$ cat src/rtl/bcd_pkg.sv
// Shared types and constants for the digit-serial BCD adder/subtractor.
package bcd_pkg;

  localparam int unsigned DIGIT_W = 4;

  localparam logic [DIGIT_W-1:0] BCD_MAX = 4'd9;
  localparam logic [DIGIT_W-1:0] BCD_FIX = 4'd6;

  typedef enum logic [1:0] {
    ST_IDLE = 2'd0,
    ST_ADD  = 2'd1,
    ST_COMP = 2'd2,
    ST_DONE = 2'd3
  } state_e;

endpackage

$ cat src/rtl/bcd_digit_stage.sv
// One BCD digit: optional 9's complement of y, binary add, then +6 decimal correction.
module bcd_digit_stage
  import bcd_pkg::*;
(
  input  logic [DIGIT_W-1:0] x_i,
  input  logic [DIGIT_W-1:0] y_i,
  input  logic               cin_i,
  input  logic               comp_en_i,
  output logic [DIGIT_W-1:0] digit_o,
  output logic               cout_o
);

  logic [DIGIT_W-1:0] y_eff;
  logic [DIGIT_W-1:0] bin_sum;
  logic               bin_cout;
  logic               over9;

  // Wraps mod 16 for non-BCD y, matching the behaviour without input checking.
  assign y_eff = comp_en_i ? DIGIT_W'(BCD_MAX - y_i) : y_i;

  fulladd4 u_add (
    .a_i    (x_i),
    .b_i    (y_eff),
    .cin_i  (cin_i),
    .sum_o  (bin_sum),
    .cout_o (bin_cout)
  );

  assign over9   = bin_cout | (bin_sum > BCD_MAX);
  assign digit_o = over9 ? DIGIT_W'(bin_sum + BCD_FIX) : bin_sum;
  assign cout_o  = over9;

endmodule

$ cat src/rtl/fulladd4.sv
// 4-bit ripple-carry binary adder.
module fulladd4 (
  input  logic [3:0] a_i,
  input  logic [3:0] b_i,
  input  logic       cin_i,
  output logic [3:0] sum_o,
  output logic       cout_o
);

  logic [4:0] carry;

  always_comb begin
    carry    = '0;
    sum_o    = '0;
    carry[0] = cin_i;
    for (int i = 0; i < 4; i++) begin
      sum_o[i]   = a_i[i] ^ b_i[i] ^ carry[i];
      carry[i+1] = (a_i[i] & b_i[i]) | (carry[i] & (a_i[i] ^ b_i[i]));
    end
  end

  assign cout_o = carry[4];

endmodule

$ cat src/rtl/bcd_serial_addsub.sv
// Digit-serial NDIG-digit BCD add/subtract controller with valid/ready handshakes.
// Optional BCD_INPUT_CHECK_EN: reject operands containing non-BCD digits via err.
module bcd_serial_addsub
  import bcd_pkg::*;
#(
  parameter int unsigned NDIG = 2
) (
  input  logic                    clk,
  input  logic                    rst_n,
  input  logic                    in_valid,
  output logic                    in_ready,
  input  logic [DIGIT_W*NDIG-1:0] a,
  input  logic [DIGIT_W*NDIG-1:0] b,
  input  logic                    sub,
  output logic                    out_valid,
  input  logic                    out_ready,
  output logic [DIGIT_W*NDIG-1:0] result,
  output logic                    sign,
  output logic                    cout,
  output logic                    err
);

  localparam int unsigned W     = DIGIT_W * NDIG;
  localparam int unsigned IDX_W = (NDIG > 1) ? $clog2(NDIG) : 1;

  state_e             state_q, state_d;
  logic [W-1:0]       a_q, a_d;
  logic [W-1:0]       b_q, b_d;
  logic               sub_q, sub_d;
  logic [IDX_W-1:0]   idx_q, idx_d;
  logic               carry_q, carry_d;
  logic [W-1:0]       result_q, result_d;
  logic               sign_q, sign_d;
  logic               cout_q, cout_d;
  logic               out_valid_q, out_valid_d;
  logic               bad_digit;

  logic [DIGIT_W-1:0] st_x, st_y, st_digit;
  logic               st_comp, st_cout;
  logic               last_digit;

  assign last_digit = (idx_q == IDX_W'(NDIG - 1));

  // ADD feeds a/b digits; COMP re-complements the stored result (x = 0).
  always_comb begin
    st_x    = a_q[idx_q*DIGIT_W +: DIGIT_W];
    st_y    = b_q[idx_q*DIGIT_W +: DIGIT_W];
    st_comp = sub_q;
    if (state_q == ST_COMP) begin
      st_x    = '0;
      st_y    = result_q[idx_q*DIGIT_W +: DIGIT_W];
      st_comp = 1'b1;
    end
  end

  bcd_digit_stage u_stage (
    .x_i       (st_x),
    .y_i       (st_y),
    .cin_i     (carry_q),
    .comp_en_i (st_comp),
    .digit_o   (st_digit),
    .cout_o    (st_cout)
  );

`ifdef BCD_INPUT_CHECK_EN
  logic err_q, err_d;

  always_comb begin
    bad_digit = 1'b0;
    for (int i = 0; i < int'(NDIG); i++) begin
      if ((a[i*DIGIT_W +: DIGIT_W] > BCD_MAX) || (b[i*DIGIT_W +: DIGIT_W] > BCD_MAX)) begin
        bad_digit = 1'b1;
      end
    end
  end
`else
  assign bad_digit = 1'b0;
`endif

  always_comb begin
    state_d     = state_q;
    a_d         = a_q;
    b_d         = b_q;
    sub_d       = sub_q;
    idx_d       = idx_q;
    carry_d     = carry_q;
    result_d    = result_q;
    sign_d      = sign_q;
    cout_d      = cout_q;
    out_valid_d = out_valid_q;
`ifdef BCD_INPUT_CHECK_EN
    err_d       = err_q;
`endif
    case (state_q)
      ST_IDLE: begin
        if (in_valid) begin
          a_d      = a;
          b_d      = b;
          sub_d    = sub;
          carry_d  = sub;
          idx_d    = '0;
          result_d = '0;
          sign_d   = 1'b0;
          cout_d   = 1'b0;
          state_d  = ST_ADD;
`ifdef BCD_INPUT_CHECK_EN
          err_d    = bad_digit;
          if (bad_digit) begin
            state_d     = ST_DONE;
            out_valid_d = 1'b1;
          end
`endif
        end
      end
      ST_ADD: begin
        result_d[idx_q*DIGIT_W +: DIGIT_W] = st_digit;
        carry_d = st_cout;
        idx_d   = idx_q + IDX_W'(1);
        if (last_digit) begin
          if (!sub_q) begin
            cout_d      = st_cout;
            state_d     = ST_DONE;
            out_valid_d = 1'b1;
          end else if (st_cout) begin
            sign_d      = 1'b0;
            state_d     = ST_DONE;
            out_valid_d = 1'b1;
          end else begin
            // No borrow-free carry out: result is the 10's complement of |a-b|.
            sign_d  = 1'b1;
            carry_d = 1'b1;
            idx_d   = '0;
            state_d = ST_COMP;
          end
        end
      end
      ST_COMP: begin
        result_d[idx_q*DIGIT_W +: DIGIT_W] = st_digit;
        carry_d = st_cout;
        idx_d   = idx_q + IDX_W'(1);
        if (last_digit) begin
          state_d     = ST_DONE;
          out_valid_d = 1'b1;
        end
      end
      ST_DONE: begin
        if (out_ready) begin
          state_d     = ST_IDLE;
          out_valid_d = 1'b0;
        end
      end
      default: state_d = ST_IDLE;
    endcase
  end

  always_ff @(posedge clk or negedge rst_n) begin
    if (!rst_n) begin
      state_q     <= ST_IDLE;
      a_q         <= '0;
      b_q         <= '0;
      sub_q       <= 1'b0;
      idx_q       <= '0;
      carry_q     <= 1'b0;
      result_q    <= '0;
      sign_q      <= 1'b0;
      cout_q      <= 1'b0;
      out_valid_q <= 1'b0;
    end else begin
      state_q     <= state_d;
      a_q         <= a_d;
      b_q         <= b_d;
      sub_q       <= sub_d;
      idx_q       <= idx_d;
      carry_q     <= carry_d;
      result_q    <= result_d;
      sign_q      <= sign_d;
      cout_q      <= cout_d;
      out_valid_q <= out_valid_d;
    end
  end

`ifdef BCD_INPUT_CHECK_EN
  always_ff @(posedge clk or negedge rst_n) begin
    if (!rst_n) begin
      err_q <= 1'b0;
    end else begin
      err_q <= err_d;
    end
  end

  assign err = err_q;
`else
  assign err = 1'b0;
`endif

  assign in_ready  = rst_n & (state_q == ST_IDLE);
  assign out_valid = out_valid_q;
  assign result    = result_q;
  assign sign      = sign_q;
  assign cout      = cout_q;

endmodule

$ cat config.mk
export PLATFORM = sky130hd
export DESIGN_NAME = bcd_serial_addsub
export DESIGN_NICKNAME = d
export VERILOG_FILES = /design/src/rtl/bcd_pkg.sv /design/src/rtl/bcd_digit_stage.sv /design/src/rtl/fulladd4.sv /design/src/rtl/bcd_serial_addsub.sv
export SDC_FILE = /design/constraint.sdc
export NUM_CORES = 1
export LEC_CHECK = 0
export ABC_AREA = 1
export BUFFER_PORTS_ARGS = -buffer_cell sky130_fd_sc_hd__buf_2
export CAP_MARGIN = 20
export CORE_MARGIN = 2
export CORE_UTILIZATION = 55
export CTS_CLUSTER_SIZE = 16
export DETAILED_ROUTE_END_ITERATION = 6
export GPL_TIMING_DRIVEN = 1
export PLACE_DENSITY = 0.78
export SLEW_MARGIN = 20
export SYNTH_ARGS = -nofsm -noshare
export SYNTH_HDL_FRONTEND = slang
export SYNTH_HIERARCHICAL = 1
export SYNTH_SLANG_ARGS = --single-unit
$ cat constraint.sdc
create_clock -name clk -period 4.3 [get_ports clk]
set_input_delay 0.645 -clock clk [delete_from_list [all_inputs] [get_ports clk]]
set_output_delay 0.645 -clock clk [all_outputs]
set_load 0.01 [all_outputs]
-- After elaboration in Yosys (flattened, before gate mapping)
Cells that the tools add are included.
- equal/unequal tests: 10
- shifts and indexed selects: 5
- div/mod/pow operators: 0
- reductions and logical operators: 13
- add/subtract/negate cells: 4
- muxes and demuxes: 37
- multipliers: 0
- order comparisons: 1
- bitwise gates (word level): 22
- operators by type and width (operator ; number):
    negation 3 -> 34 bit ; 1
    variable shift 4 x 34 -> 8 bit (first input constant) ; 1
    variable part select 4 x 34 -> 8 bit ; 1
    variable part select 8 x 4 -> 4 bit ; 3
    two-way mux 1 bit ; 20
    two-way mux 4 bit ; 4
    one-hot mux 8 bit (2 select lines) ; 1
    != test 2 bit (second input constant) ; 6
    AND reduction 4 bit ; 3
    bitwise AND 1 bit ; 9
    one-hot mux 1 bit (3 select lines) ; 3
    bitwise mux 8 bit ; 1
    two-way mux 2 bit ; 4
    two-way mux 8 bit ; 1
    one-hot mux 2 bit (4 select lines) ; 1
    bitwise XOR 1 bit ; 8
    AND reduction 2 bit ; 3
    nonzero test 3 bit ; 2
    bitwise OR 1 bit ; 5
    AND reduction 5 bit ; 1
    adder 4 x 3 -> 4 bit (second input constant) ; 1
    equality test 2 bit (second input constant) ; 2
    > comparator 4 bit (second input constant) ; 1
    one-hot mux 1 bit (2 select lines) ; 2
    7 further kinds ; 8
- bits in registers: 32
- input port bits: 21
- bits in latches: 0
- RAM bits: 0
- memories kept: 0
- word-level logic and storage cells: 102
- ROM bits: 0

-- Logic depth before layout (Yosys ltp)
- depth in word-level cells: 18
- gate-level depth with buffers: 24
- gate-level depth less buffers: 22

-- Cells and area by module
The synthesis kept the hierarchy.
- modules (own cells, without submodules) (module ; instances ; cells an instance ; seq. area each (µm²) ; area each (µm²)):
    bcd_serial_addsub ; 1 ; 195 ; 800.8 ; 1705.4
    bcd_digit_stage ; 1 ; 26 ; 0.0 ; 142.6
    fulladd4 ; 1 ; 14 ; 0.0 ; 117.6

-- Worst setup path after synthesis
Ideal clock, no wire load.
- kind: reg-to-reg
- start: register state_q[0]
- end: register out_valid_q, in the netlist out_valid
- stages on the path, launching flop included: 24
- arrival: 3.472 ns
- path buffers: 2
- setup slack: 0.712 ns
- period minus slack after synthesis: 3.588 ns
- path through: dfrtp_1 > inv_1 > ha_1 > buf_2 > inv_1 > buf_2 > nor2_1 > o22ai_1 > xor2_1 > fa_1 > inv_1 > fa_1 > inv_1 > fa_1 > inv_1 > fa_1 > inv_1 > o21ai_2 > nand2_2 > nor2_1 > nor2_1 > nand2_1 > nand2_1 > nand2_1
- longest elaborated chain between the ends: 16
- RTL lines (element ; RTL line ; source):
    start: declaration ; bcd_serial_addsub.sv:26 ; state_e state_q, state_d;
    start signal: assignment ; bcd_serial_addsub.sv:169 ; state_q <= state_d;
    equality test 2 bit * ; bcd_serial_addsub.sv:49 ; if (state_q == ST_COMP) begin
    two-way mux 4 bit * ; bcd_serial_addsub.sv:49 ;
    via st_y[0] ; bcd_serial_addsub.sv:38 ; logic [DIGIT_W-1:0] st_x, st_y, st_digit;
    subtractor 4 bit ; bcd_digit_stage.sv:19 ; assign y_eff = comp_en_i ? DIGIT_W'(BCD_MAX - y_i) : y_i;
    two-way mux 4 bit * ; bcd_digit_stage.sv:19 ;
    via u_stage.y_eff[0] ; bcd_digit_stage.sv:13 ; logic [DIGIT_W-1:0] y_eff;
    bitwise XOR 1 bit ; fulladd4.sv:18 ; carry[i+1] = (a_i[i] & b_i[i]) | (carry[i] & (a_i[i] ^ b_i[i]));
    bitwise AND 1 bit ; fulladd4.sv:18 ;
    (+4 left out) ; -- ;
    bitwise OR 1 bit * ; fulladd4.sv:18 ;
    bitwise XOR 1 bit * ; fulladd4.sv:17 ; sum_o[i] = a_i[i] ^ b_i[i] ^ carry[i];
    via u_stage.bin_sum[3] ; bcd_digit_stage.sv:14 ; logic [DIGIT_W-1:0] bin_sum;
    > comparator 4 bit * ; bcd_digit_stage.sv:29 ; assign over9 = bin_cout | (bin_sum > BCD_MAX);
    bitwise OR 1 bit * ; bcd_digit_stage.sv:29 ;
    via st_cout ; bcd_serial_addsub.sv:39 ; logic st_comp, st_cout;
    != test 3 bit (no source line) * ; -- ;
    AND reduction 5 bit (no source line) * ; -- ;
    end signal: assignment ; bcd_serial_addsub.sv:178 ; out_valid_q <= out_valid_d;
    end: declaration ; bcd_serial_addsub.sv:35 ; logic out_valid_q, out_valid_d;
Mark *: on every way through the listed nets, which the timed path passes. The rest lies on a longest branch.
A chain may end at the register's enable or synchronous reset.

-- Worst setup path in the final report
- start: register state_q[0]
- end: register result_q[1], in the netlist result[1]
- longest elaborated chain between the ends: 18
- RTL lines (element ; RTL line ; source):
    equality test 2 bit * ; bcd_serial_addsub.sv:49 ;
    two-way mux 4 bit * ; bcd_serial_addsub.sv:49 ;
    via st_y[0] ; bcd_serial_addsub.sv:38 ;
    subtractor 4 bit ; bcd_digit_stage.sv:19 ;
    two-way mux 4 bit * ; bcd_digit_stage.sv:19 ;
    via u_stage.y_eff[0] ; bcd_digit_stage.sv:13 ;
    bitwise XOR 1 bit ; fulladd4.sv:18 ;
    bitwise AND 1 bit ; fulladd4.sv:18 ;
    (+6 left out) ; -- ;
    via u_stage.bin_sum[3] ; bcd_digit_stage.sv:14 ;
    > comparator 4 bit * ; bcd_digit_stage.sv:29 ;
    bitwise OR 1 bit * ; bcd_digit_stage.sv:29 ;
    via st_cout ; bcd_serial_addsub.sv:39 ;
    two-way mux 4 bit * ; bcd_digit_stage.sv:30 ; assign digit_o = over9 ? DIGIT_W'(bin_sum + BCD_FIX) : bin_sum;
    via st_digit[1] ; bcd_serial_addsub.sv:38 ;
    variable part select 4 x 34 -> 8 bit * ; bcd_serial_addsub.sv:116, bcd_serial_addsub.sv:138 ;
    bitwise mux 8 bit * ; bcd_serial_addsub.sv:116, bcd_serial_addsub.sv:138 ;
    one-hot mux 8 bit (2 select lines) * ; bcd_serial_addsub.sv:94 ; case (state_q)
    end signal: assignment ; bcd_serial_addsub.sv:175 ; result_q <= result_d;
    end: declaration ; bcd_serial_addsub.sv:32 ; logic [W-1:0] result_q, result_d;
Marked as above.

==> results.yml <==
status:
  status: "finished, final reports clean"
worst_setup_path:
  cp-end-kind: "flop"
  cpPeakStageDelay_ns: 0.44
  cp.required_ns: 4.56
  crit_arrival_ns: 4.17
  cp_common_cell: "inv_1"
  cp_num_buf_inv: 6
  crit_type: "flop to flop"
  cp_slowest_cell: "dfrtp_1"
  cp_top_family: "adder cells"
  cp_max_fo: 14
  worstSetupStartpointType: "flop"
  path_cells: "inv_1 > ha_2 > inv_1 > o21ai_0 > o22ai_1 > xor2_1 > fa_1 > inv_1 > fa_1 > inv_1 > fa_1 > inv_1 > fa_1 > inv_1 > o21ai_2 > nand2_2 > nand2_1 > nand2_1 > nand3_1 > o21ai_0"
synth:
  synth_area_um2: 1970
  yosys-top-cells-count: "59 x nand2_1, 33 x inv_1, 32 x dfrtp_1"
  yosysSeqAreaShare: 0.407
  yosysUniqueCellTypes: 24
  synth_edf_count: 0
  ys_top_cells_by_area: "dfrtp_1 41%, nand2_1 11%, inv_1 6.3%"
  yosysWarningCount: 6
  syn_area_per_cell_um2: 8.36
  synth_top_cell_by_area: "dfrtp_1"
  syn_inst: 235
  synth.ff_latch_count: 32
  synth.most_common_cell: "nand2_1"
  synth_flop_cell: "dfrtp_1"
  async_flop_share: 1.00
  synth_top_cell_area_share: 0.407
  synth_fp_nets: 268
timing:
  rsz0062_at_grt: "no"
  worst_pin_slew_ns: 0.701
  fin_skew_ns: 0.00634
  setup_violations: 0
  setup_tns_ns: 0
  post-route-min-period_ns: 3.91
  fmax_mhz: 256
  finalHoldViolations: 0
  finalMaxSlewViolations: 0
  relSlewSlack: 0.533
  fin_crit_sh: 0.909
cts:
  cts_buffer_depth: 2
  postCtsHoldBufs: 0
  cts.clk_slew.worst_paths_ns: 0.09
  post-cts-setup-buffer-count: 0
  clk_latency_ns: 0.34
  h-tree-depth: 2
  cts_num_sinks: 32
  cts-root-buf: "clkbuf_4"
  cts_tree: "done"
  ctsResizeCount: 0
  cts_made_buffers: 5
routing:
  firstDrtPassIters: 4
  wl_mm: 3.77
  ant_nets: 0
  num_vias: 1527
  drtIter0Drc: 76
  via_per_inst: 4.88
  drc: 0
  wire_per_inst_um: 12.0
grt:
  overflow: 0
  grt.total_usage: 0.211
  grt_max_degree: 34
  grt_antenna_before_repair: 0
  grt_pass1_vias: 1486
  grt_pass1_wl_mm: 6.60
die:
  coreArea_um2: 3390
  std_cell_rows: 21
  dieHeight_um: 63.8
  die_w_um: 63.8
  die_area_um2: 4070
  ios: 34
  start_util: 0.580
placed_design:
  dp_cells: 306
  io_buffers: 32
  hpwl_mm: 2.85
  placed_area_um2: 2140
  place_congestion: 0.812
worst_hold_path:
  holdCritPathClass: "primary input to async pin"
cells_and_area:
  drive_gt1_frac: 0.236
  areaGrowthSynthToFinish_pct: 11.3
  nets: 300
  final_cell_count_no_fill: 313
  fillers: 293
  antenna_cells: 0
  stdcell_area_um2: 2190
flow_run:
  cap_violations: 0
[cells in the final DEF (no fill, tap or decap), drive strengths merged]
cell	count
nand2	63
nand4	2
nand3b	1
dfrtp	32
a21oi	2
nor2	24
conb	1
ha	8
o22ai	4
fa	4
clkbuf	6
xnor2	1
clkinv	1
nand3	11
mux2	16
buf	32
o21ai	22
xor2	2
inv	35
[layer usage]
metal | share of wire | up-vias | GRT usage
met5 | 0 | - | 0
met4 | 0.017 | 0 | 0.0815
met3 | 0.064 | 6 | 0.0616
met2 | 0.41 | 42 | 0.311
met1 | 0.51 | 684 | 0.293
li1 | - | 795 | -
[per-stage QoR]
| stage | utilization | worst slack, ns | hold WS (ns) |
|---|---|---|---|
| floorplan | - | 0.712 | 0.349 |
| global placement | 0.631 | 0.501 | 0.452 |
| detailed placement | 0.631 | 0.321 | 0.463 |
| CTS | 0.645 | 0.305 | 0.359 |
| global route | 0.646 | 0.0573 | 0.388 |
| finish | 0.646 | 0.390 | 0.344 |
[final cells by class]
cell class	instances	area, µm²	share of cell area
clock buffers	6	41.3	0.0189
multi-input cells	161	992	0.453
flip-flops and latches	32	801	0.366
inverters	35	131	0.0600
well taps	46	57.6	0.0263
repair buffers	32	160	0.0732
clock inverters	1	5.00	0.00229
[sequential cells by signal (all words and copies together), names as in the netlist]
register and count:
out_valid 1, state_q 2, a_q 8, idx_q 1
result 8, sub_q 1, b_q 8, sign 1
cout 1, carry_q 1
[worst paths after layout]
kind,startpoint,endpoint,slack [ns],cells past startpoint
max in group asynchronous,rst_n,state_q[0],3.51,1
min in group clk,sign,sign,0.48,2
max reg2reg,state_q[0],result[1],0.39,20
min,rst_n,a_q[0],0.34,1
min reg2reg,sign,sign,0.48,2
max,state_q[0],result[1],0.39,20
[kinds of logic after synthesis]
family                     share of synthesized area
AOI/OAI and AO/OA                             0.0777
xor gates and xnor gates                      0.0134
adders and majority gates                     0.0917
buffers and inverters                         0.0891
DFF                                            0.407
muxes                                          0.107
other                                        0.00191
and+or+nand+nor                                0.212
Power is left out: the tool's default activity adds up to more than one toggle a clock period on the data nets, which glitch-free logic cannot reach.
